[config.mk]
export PLATFORM = sky130hd
export DESIGN_NAME = alu_driver
export DESIGN_NICKNAME = d
export VERILOG_FILES = /design/src/rtl/alu_pkg.sv /design/src/rtl/alu_rsp_fifo.sv /design/src/rtl/alu_driver.sv
export SDC_FILE = /design/constraint.sdc
export NUM_CORES = 1
export LEC_CHECK = 0
export BUFFER_PORTS_ARGS = -buffer_cell sky130_fd_sc_hd__buf_2
export CAP_MARGIN = 25
export CORE_MARGIN = 10
export CORE_UTILIZATION = 30
export CTS_CLUSTER_SIZE = 40
export DETAILED_ROUTE_END_ITERATION = 10
export SKIP_LAST_GASP = 1
export SLEW_MARGIN = 10
export SYNTH_ARGS = -nofsm -noshare
export SYNTH_HDL_FRONTEND = slang
export SYNTH_SLANG_ARGS = --single-unit
[constraint.sdc]
create_clock -name clk -period 4.5 [get_ports clk]
set_clock_uncertainty 0.1 [all_clocks]
set_input_delay 0 -clock clk [delete_from_list [all_inputs] [get_ports clk]]
set_output_delay 0 -clock clk [all_outputs]
set_load 0.005 [all_outputs]
[src/rtl/alu_pkg.sv]
// Shared ALU driver definitions: select codes, driver state, default width.
// Imported by alu_driver and alu_rsp_fifo.
package alu_pkg;

  localparam int ALU_WIDTH = 32;

  localparam logic [1:0] ALU_ADD = 2'b00;
  localparam logic [1:0] ALU_SUB = 2'b01;
  localparam logic [1:0] ALU_AND = 2'b10;
  localparam logic [1:0] ALU_OR  = 2'b11;

  typedef enum logic {
    ST_IDLE,
    ST_WAIT
  } drv_state_e;

endpackage

[src/rtl/alu_rsp_fifo.sv]
// 2-entry synchronous response FIFO; head shown while count > 0.
// Ports: clk, rst, push/push_data, pop, head, count.
module alu_rsp_fifo
  import alu_pkg::*;
#(
  parameter int W = ALU_WIDTH + 2
) (
  input  logic         clk,
  input  logic         rst,
  input  logic         push,
  input  logic [W-1:0] push_data,
  input  logic         pop,
  output logic [W-1:0] head,
  output logic [1:0]   count
);

  logic [W-1:0] mem_q [2];
  logic [W-1:0] mem_d [2];
  logic         wr_q, wr_d;
  logic         rd_q, rd_d;
  logic [1:0]   cnt_q, cnt_d;
  logic         do_pop;
  logic         do_push;

  // Pop on empty is dropped; push only refused when full with no pop.
  assign do_pop  = pop && (cnt_q != 2'd0);
  assign do_push = push && ((cnt_q != 2'd2) || do_pop);

  always_comb begin
    mem_d = mem_q;
    wr_d  = wr_q;
    rd_d  = rd_q;
    cnt_d = cnt_q;
    if (do_push) begin
      mem_d[wr_q] = push_data;
      wr_d        = ~wr_q;
    end
    if (do_pop) begin
      rd_d = ~rd_q;
    end
    if (do_push && !do_pop) begin
      cnt_d = cnt_q + 2'd1;
    end else if (!do_push && do_pop) begin
      cnt_d = cnt_q - 2'd1;
    end
  end

  always_ff @(posedge clk) begin
    if (rst) begin
      mem_q <= '{default: '0};
      wr_q  <= 1'b0;
      rd_q  <= 1'b0;
      cnt_q <= 2'd0;
    end else begin
      mem_q <= mem_d;
      wr_q  <= wr_d;
      rd_q  <= rd_d;
      cnt_q <= cnt_d;
    end
  end

  assign head  = mem_q[rd_q];
  assign count = cnt_q;

endmodule

[src/rtl/alu_driver.sv]
// Drives registered operands onto a combinational ALU, waits SETTLE
// cycles, captures the result into a 2-entry valid/ready response buffer.
module alu_driver
  import alu_pkg::*;
#(
  parameter int WIDTH  = ALU_WIDTH,
  parameter int SETTLE = 1
) (
  input  logic             clk,
  input  logic             rst,
  input  logic             req_valid,
  output logic             req_ready,
  input  logic [WIDTH-1:0] req_a,
  input  logic [WIDTH-1:0] req_b,
  input  logic [1:0]       req_sel,
  output logic [WIDTH-1:0] alu_a,
  output logic [WIDTH-1:0] alu_b,
  output logic [1:0]       alu_sel,
  input  logic [WIDTH-1:0] alu_out,
  output logic             rsp_valid,
  input  logic             rsp_ready,
  output logic [WIDTH-1:0] rsp_data,
  output logic [1:0]       rsp_sel,
  output logic             busy
);

  if (SETTLE < 1 || SETTLE > 15) begin : g_bad_settle
    $error("alu_driver: SETTLE must be in 1..15");
  end

  localparam logic [3:0] SETTLE_C = 4'(SETTLE);

  drv_state_e       state_q, state_d;
  logic [3:0]       cnt_q, cnt_d;
  logic [WIDTH-1:0] alu_a_q, alu_a_d;
  logic [WIDTH-1:0] alu_b_q, alu_b_d;
  logic [1:0]       alu_sel_q, alu_sel_d;
  logic             push;
  logic [WIDTH+1:0] head;
  logic [1:0]       count;
  logic             accept;

  assign req_ready = !rst && (state_q == ST_IDLE) && (count != 2'd2);
  assign accept    = req_valid && req_ready;

  always_comb begin
    state_d   = state_q;
    cnt_d     = cnt_q;
    alu_a_d   = alu_a_q;
    alu_b_d   = alu_b_q;
    alu_sel_d = alu_sel_q;
    push      = 1'b0;
    unique case (state_q)
      ST_IDLE: begin
        if (accept) begin
          alu_a_d   = req_a;
          alu_b_d   = req_b;
          alu_sel_d = req_sel;
          cnt_d     = SETTLE_C;
          state_d   = ST_WAIT;
        end
      end
      ST_WAIT: begin
        cnt_d = cnt_q - 4'd1;
        // Last settle edge: result is stable, capture it.
        if (cnt_q == 4'd1) begin
          push    = 1'b1;
          state_d = ST_IDLE;
        end
      end
    endcase
  end

  always_ff @(posedge clk) begin
    if (rst) begin
      state_q   <= ST_IDLE;
      cnt_q     <= 4'd0;
      alu_a_q   <= '0;
      alu_b_q   <= '0;
      alu_sel_q <= 2'b00;
    end else begin
      state_q   <= state_d;
      cnt_q     <= cnt_d;
      alu_a_q   <= alu_a_d;
      alu_b_q   <= alu_b_d;
      alu_sel_q <= alu_sel_d;
    end
  end

  alu_rsp_fifo #(
    .W (WIDTH + 2)
  ) u_fifo (
    .clk       (clk),
    .rst       (rst),
    .push      (push),
    .push_data ({alu_out, alu_sel_q}),
    .pop       (rsp_ready),
    .head      (head),
    .count     (count)
  );

  assign alu_a     = alu_a_q;
  assign alu_b     = alu_b_q;
  assign alu_sel   = alu_sel_q;
  assign rsp_valid = (count != 2'd0);
  assign rsp_data  = head[WIDTH+1:2];
  assign rsp_sel   = head[1:0];
  assign busy      = (state_q == ST_WAIT);

endmodule

After elaboration in Yosys (flattened, before gate mapping):

Cells that the tools add are included.

* add/sub/neg operators: 3
* $lt $le $gt $ge: 3
* equality and inequality tests: 3
* mux-type cells: 15
* bitwise logic cells: 5
* reductions and logical operators: 15

Operators with widths (number)
* $mux W34: 4
* $bwmux W68: 1
* $demux W34 S1: 1
* $logic_and A1 B1 Y1: 8
* $pmux W4 S2: 1
* $eq A4 B1 Y1 const B: 1
* $ge A2 B2 Y1 const B: 2
* $mux W1: 4
* $mux W2: 2
* $mux W4: 1
* $ne A2 B2 Y1 const B: 2
* $not A1 Y2: 2
* $reduce_bool A2 Y1: 2
* $sub A4 B1 Y4 const B: 1
* $logic_not A1 Y1: 3
* $not A1 Y1: 3
* $add A2 B1 Y2 const B: 1
* $lt A2 B1 Y1 const B: 1
* $pmux W1 S2: 1
* $reduce_and A2 Y1: 1
* $sub A2 B1 Y2 const B: 1
* $logic_or A1 B1 Y1: 1

* bits in registers: 143
* input bits: 102
* output and inout port bits: 103
* word-level logic and storage cells: 54

Logic depth before layout (Yosys ltp):

* depth after elaboration: 8
* mapped depth: 8
* gate-level depth less buffers: 8

Modules after synthesis:

A second synthesis with hierarchy kept.

* cell total of the unflattened synthesis: 694
* area, all modules: 6478.7 µm²

By module, submodules not included
* alu_rsp_fifo: instances 1, cells an instance 359, area each 3402.0 µm², sequential area each 1441.4 µm²
* alu_driver: instances 1, cells an instance 335, area each 3076.7 µm², sequential area each 1421.4 µm²

Worst setup path before layout:

OpenSTA, ideal clock, no wires.

* path type: register -> register
* from: reg state_q (netlist: busy)
* to: reg alu_a_q[26] (netlist: alu_a[26])
* setup time: 0.121 ns
* arrival time: 1.654 ns
* required time: 4.279 ns
* slack: 2.625 ns
* cell stages (with the launch flop): 7
* path buffers: 4
* clock period less this slack: 1.875 ns
* cell sequence: dfxtp_1 -> buf_6 -> or4_1 -> clkbuf_1 -> buf_6 -> buf_6 -> mux2_4

* word-level cells in the longest chain between the ends: 5

Ends and longest elaborated chain
* start: declaration: line alu_driver.sv:33 `drv_state_e state_q, state_d;`
* start signal: assignment: line alu_driver.sv:82 `state_q <= state_d;`
* $not A1 Y1 *
* $logic_and A1 B1 Y1 (2 in a row): line alu_driver.sv:43 `assign req_ready = !rst && (state_q == ST_IDLE) && (count != 2'd2);`
* $logic_and A1 B1 Y1: line alu_driver.sv:44 `assign accept = req_valid && req_ready;`
* $reduce_and A2 Y1 (no line) *
* end signal: assignment: line alu_driver.sv:84 `alu_a_q <= alu_a_d;`
* end: declaration: line alu_driver.sv:35 `logic [WIDTH-1:0] alu_a_q, alu_a_d;`

Every way passes the cells marked *; elsewhere a longest branch is shown, timed or not.
A chain may end at the register's enable or synchronous reset.

Final worst setup path:

* from: reg cnt_q[0]
* to: reg u_fifo.mem_q[49] (netlist bit)

* word-level cells in the longest chain between the ends: 4

Ends and longest elaborated chain
* start: declaration: line alu_driver.sv:34 `logic [3:0] cnt_q, cnt_d;`
* start signal: assignment: line alu_driver.sv:83 `cnt_q <= cnt_d;`
* $eq A4 B1 Y1: line alu_driver.sv:66 `if (cnt_q == 4'd1) begin`
* $mux W1: line alu_driver.sv:66
* $mux W1: line alu_driver.sv:53 `unique case (state_q)`
* $logic_and A1 B1 Y1: line alu_rsp_fifo.sv:27 `assign do_push = push && ((cnt_q != 2'd2) || do_pop);`
* end signal: assignment: line alu_rsp_fifo.sv:55 `mem_q <= mem_d;`
* end: declaration: line alu_rsp_fifo.sv:17 `logic [W-1:0] mem_q [2];`

No other way between the ends.

==> out/metrics.yaml <==
max_freq_ghz: 0.425
nNetsFinal: 956
synth_cells: 564
critical_path_class: "flop to flop"
hold_slack_ps: 55.8
tightest_slew_ps: 949
dr.first_iter.drc_count: 188
drv_cap: 0
initial_utilization_pct: 30.7
cpPeakStageDelay_ps: 860
avgRoutedWirePerCell_um: 15.7
dieHeight_um: 165
cts.path.max_buffers: 2
start_kind: "flop"
layout_setup_ws_ps: 2150
grt_pass1_vias: 5369
layout_commonest_cell: "buf_2"
yosysWarnings: 0
core_area_mm2: 0.0204
required_ps: 4690
post-route-period-util_pct: 52.3
synth_area_per_cell_um2: 11.1
crit_slowest_cell: "or3_2"
cts_root_buf: "clkbuf_16"
viasPerCell: 4.30
power_density_mw_per_mm2: 423
cts_buffers: 17
synth_sequential_area_ratio_pct: 45.6
io_buffers: 204
hold_class: "input pin to flop"
tns_ps: 0
cp_cell_sequence: "ha_1 -> nand4bb_1 -> or3_2 -> buf_4 -> mux2i_1"
cts_tree: "done"
placed_cells: 1001
worstSetupStartpoint: "cnt_q[0]"
gp_congestion: 0.705
p_leak_nw: 4.32
ys_ff_latch: 143
htree_num_levels: 4
hpwl_um: 11500
die_x_um: 165
cp_max_fo: 22
rsz0062_at_grt: "no"
final_cell_area_mm2: 0.00921
cts.sinks: 143
area_delta_synth_final_pct: 46.7
hold_viol_final: 0
die_area_mm2: 0.0271
synth.net_count: 669
relSlewSlack_pct: 36.7
instances_no_fill: 1134
max-vdd-ir-drop_mv: 0.323
vias: 4879
status: "complete, no violations"
crit_family: "simple AND/OR/NAND/NOR gates"
grt_util_all_layers_pct: 13.0
post_route_cells_drive_above_1_share_pct: 39.9
cts_setup_buffers: 0
slew_violations: 0
num_rows: 52
worstPathArrival_ps: 2550
ios: 205
grt_overflow_total: 0
layout_common_cells: "buf_2 (203), dfxtp_1 (142), nand2b_1 (103)"
grt_pass1_wl_um: 28300
totalWireLength_um: 17700
clk_latency_ps: 410
antenna_found_initial: 1
r2r_start: "cnt_q[0]"
route.antenna.remaining_nets: 0
grt_max_degree: 88
first_pass_iters: 4
dpl-instance-area_mm2: 0.00748
min_from: "rst"
drc_errors: 0
pre_cts_ws_ps: 2120
min_period_ps: 2350
syn_area_mm2: 0.00627
ys_types: 27
cp_num_buf_inv: 1
setup-violations-final: 0
clk_pin_slew_ps: 70
setup.worst_path.end_class: "flop"
==> worst paths after layout <==
check | endpoint | slack [ps] | depth (start not counted)
max reg2reg | u_fifo.mem_q[49] | 2150 | 5
min | alu_b[30] | 60 | 3
max | u_fifo.mem_q[49] | 2150 | 5
min reg2reg | u_fifo.mem_q[13] | 370 | 2
==> metal layers <==
metal | wire (µm) | GRT usage, %
met4 | 107 | 3.02
met5 | 0 | 0
met2 | 7930 | 20.4
met1 | 7720 | 15.2
met3 | 1990 | 7.22
==> registers in the layout (all words and copies together), names as in the netlist <==
signal and cells:
alu_b 32, alu_a 32, busy 1, u_fifo.count 2
cnt_q 4, u_fifo.mem_q 68, u_fifo.rd_q 1, u_fifo.wr_q 1
alu_sel 2
==> repair_timing <==
item,in CTS,in global routing
endpoints found under the hold margin,133,0
hold buffers,100,0
resized for setup,0,0
==> cell usage after synthesis <==
cell type | n | area share (%)
nor3b_1 | 2 | 0.24
buf_1 | 1 | 0.060
mux2i_1 | 70 | 11
nor2_1 | 4 | 0.24
nor3_1 | 2 | 0.16
buf_6 | 4 | 0.72
mux2_4 | 20 | 4.8
a31oi_1 | 2 | 0.20
dfxtp_1 | 143 | 46
or2_2 | 2 | 0.20
a21o_1 | 2 | 0.24
or4_1 | 1 | 0.12
nand2b_1 | 103 | 10
mux2_2 | 78 | 14
o21ai_0 | 3 | 0.24
nand3b_1 | 2 | 0.24
nor2b_1 | 65 | 6.5
nand2_1 | 1 | 0.060
clkbuf_1 | 24 | 1.4
o311ai_0 | 3 | 0.42
a21oi_1 | 5 | 0.40
xor2_1 | 3 | 0.42
inv_1 | 6 | 0.36
buf_2 | 12 | 0.96
nand4bb_1 | 1 | 0.18
ha_1 | 3 | 0.60
or3_1 | 2 | 0.20
==> area by class of cell <==
| type | count | area, µm² |
|---|---|---|
| Clock inverter | 13 | 258 |
| Clock buffer | 18 | 439 |
| Antenna cell | 1 | 2.50 |
| Inverter | 6 | 22.5 |
| Multi-Input combinational cell | 374 | 3200 |
| Sequential cell | 143 | 2860 |
| Fill cell | 1861 | 11200 |
| Tap cell | 270 | 338 |
| Timing Repair Buffer | 309 | 2080 |
==> stage by stage <==
| step | power [mW] | utilization [%] |
|---|---|---|
| 2_1_floorplan | 1.92 | - |
| 3_3_place_gp | 2.17 | 36.6 |
| 3_5_place_dp | 2.17 | 36.6 |
| 4_1_cts | 3.95 | 44.9 |
| 5_1_grt | 4.09 | 45.1 |
| 6_report | 3.89 | 45.1 |
==> power breakdown <==
part	switching, mW	internal (mW)
registers	0.120	1.39
logic	0.268	0.428
clock network	0.568	1.11
==> cells by family (layout without fill, tap and decap cells) <==
| kind of cell | count (synthesis) | after routing | synth area share, % |
|---|---|---|---|
| xor gates and xnor gates | 3 | 3 | 0.419 |
| buffers and inverters | 47 | 346 | 3.53 |
| AOI/OAI and AO/OA | 15 | 15 | 1.50 |
| and+or+nand+nor | 185 | 185 | 18.4 |
| DFF | 143 | 143 | 45.6 |
| other | 0 | 1 | 0 |
| adders and majority gates | 3 | 3 | 0.598 |
| muxes | 168 | 168 | 30.0 |
==> worst register-to-register path, stage by stage, from the launching register on <==
cell,delay [ps]
dfxtp_1,380
ha_1,190
nand4bb_1,190
or3_2,860
buf_4,370
mux2i_1,150
Note: power is estimated with default switching activity, not from simulation.
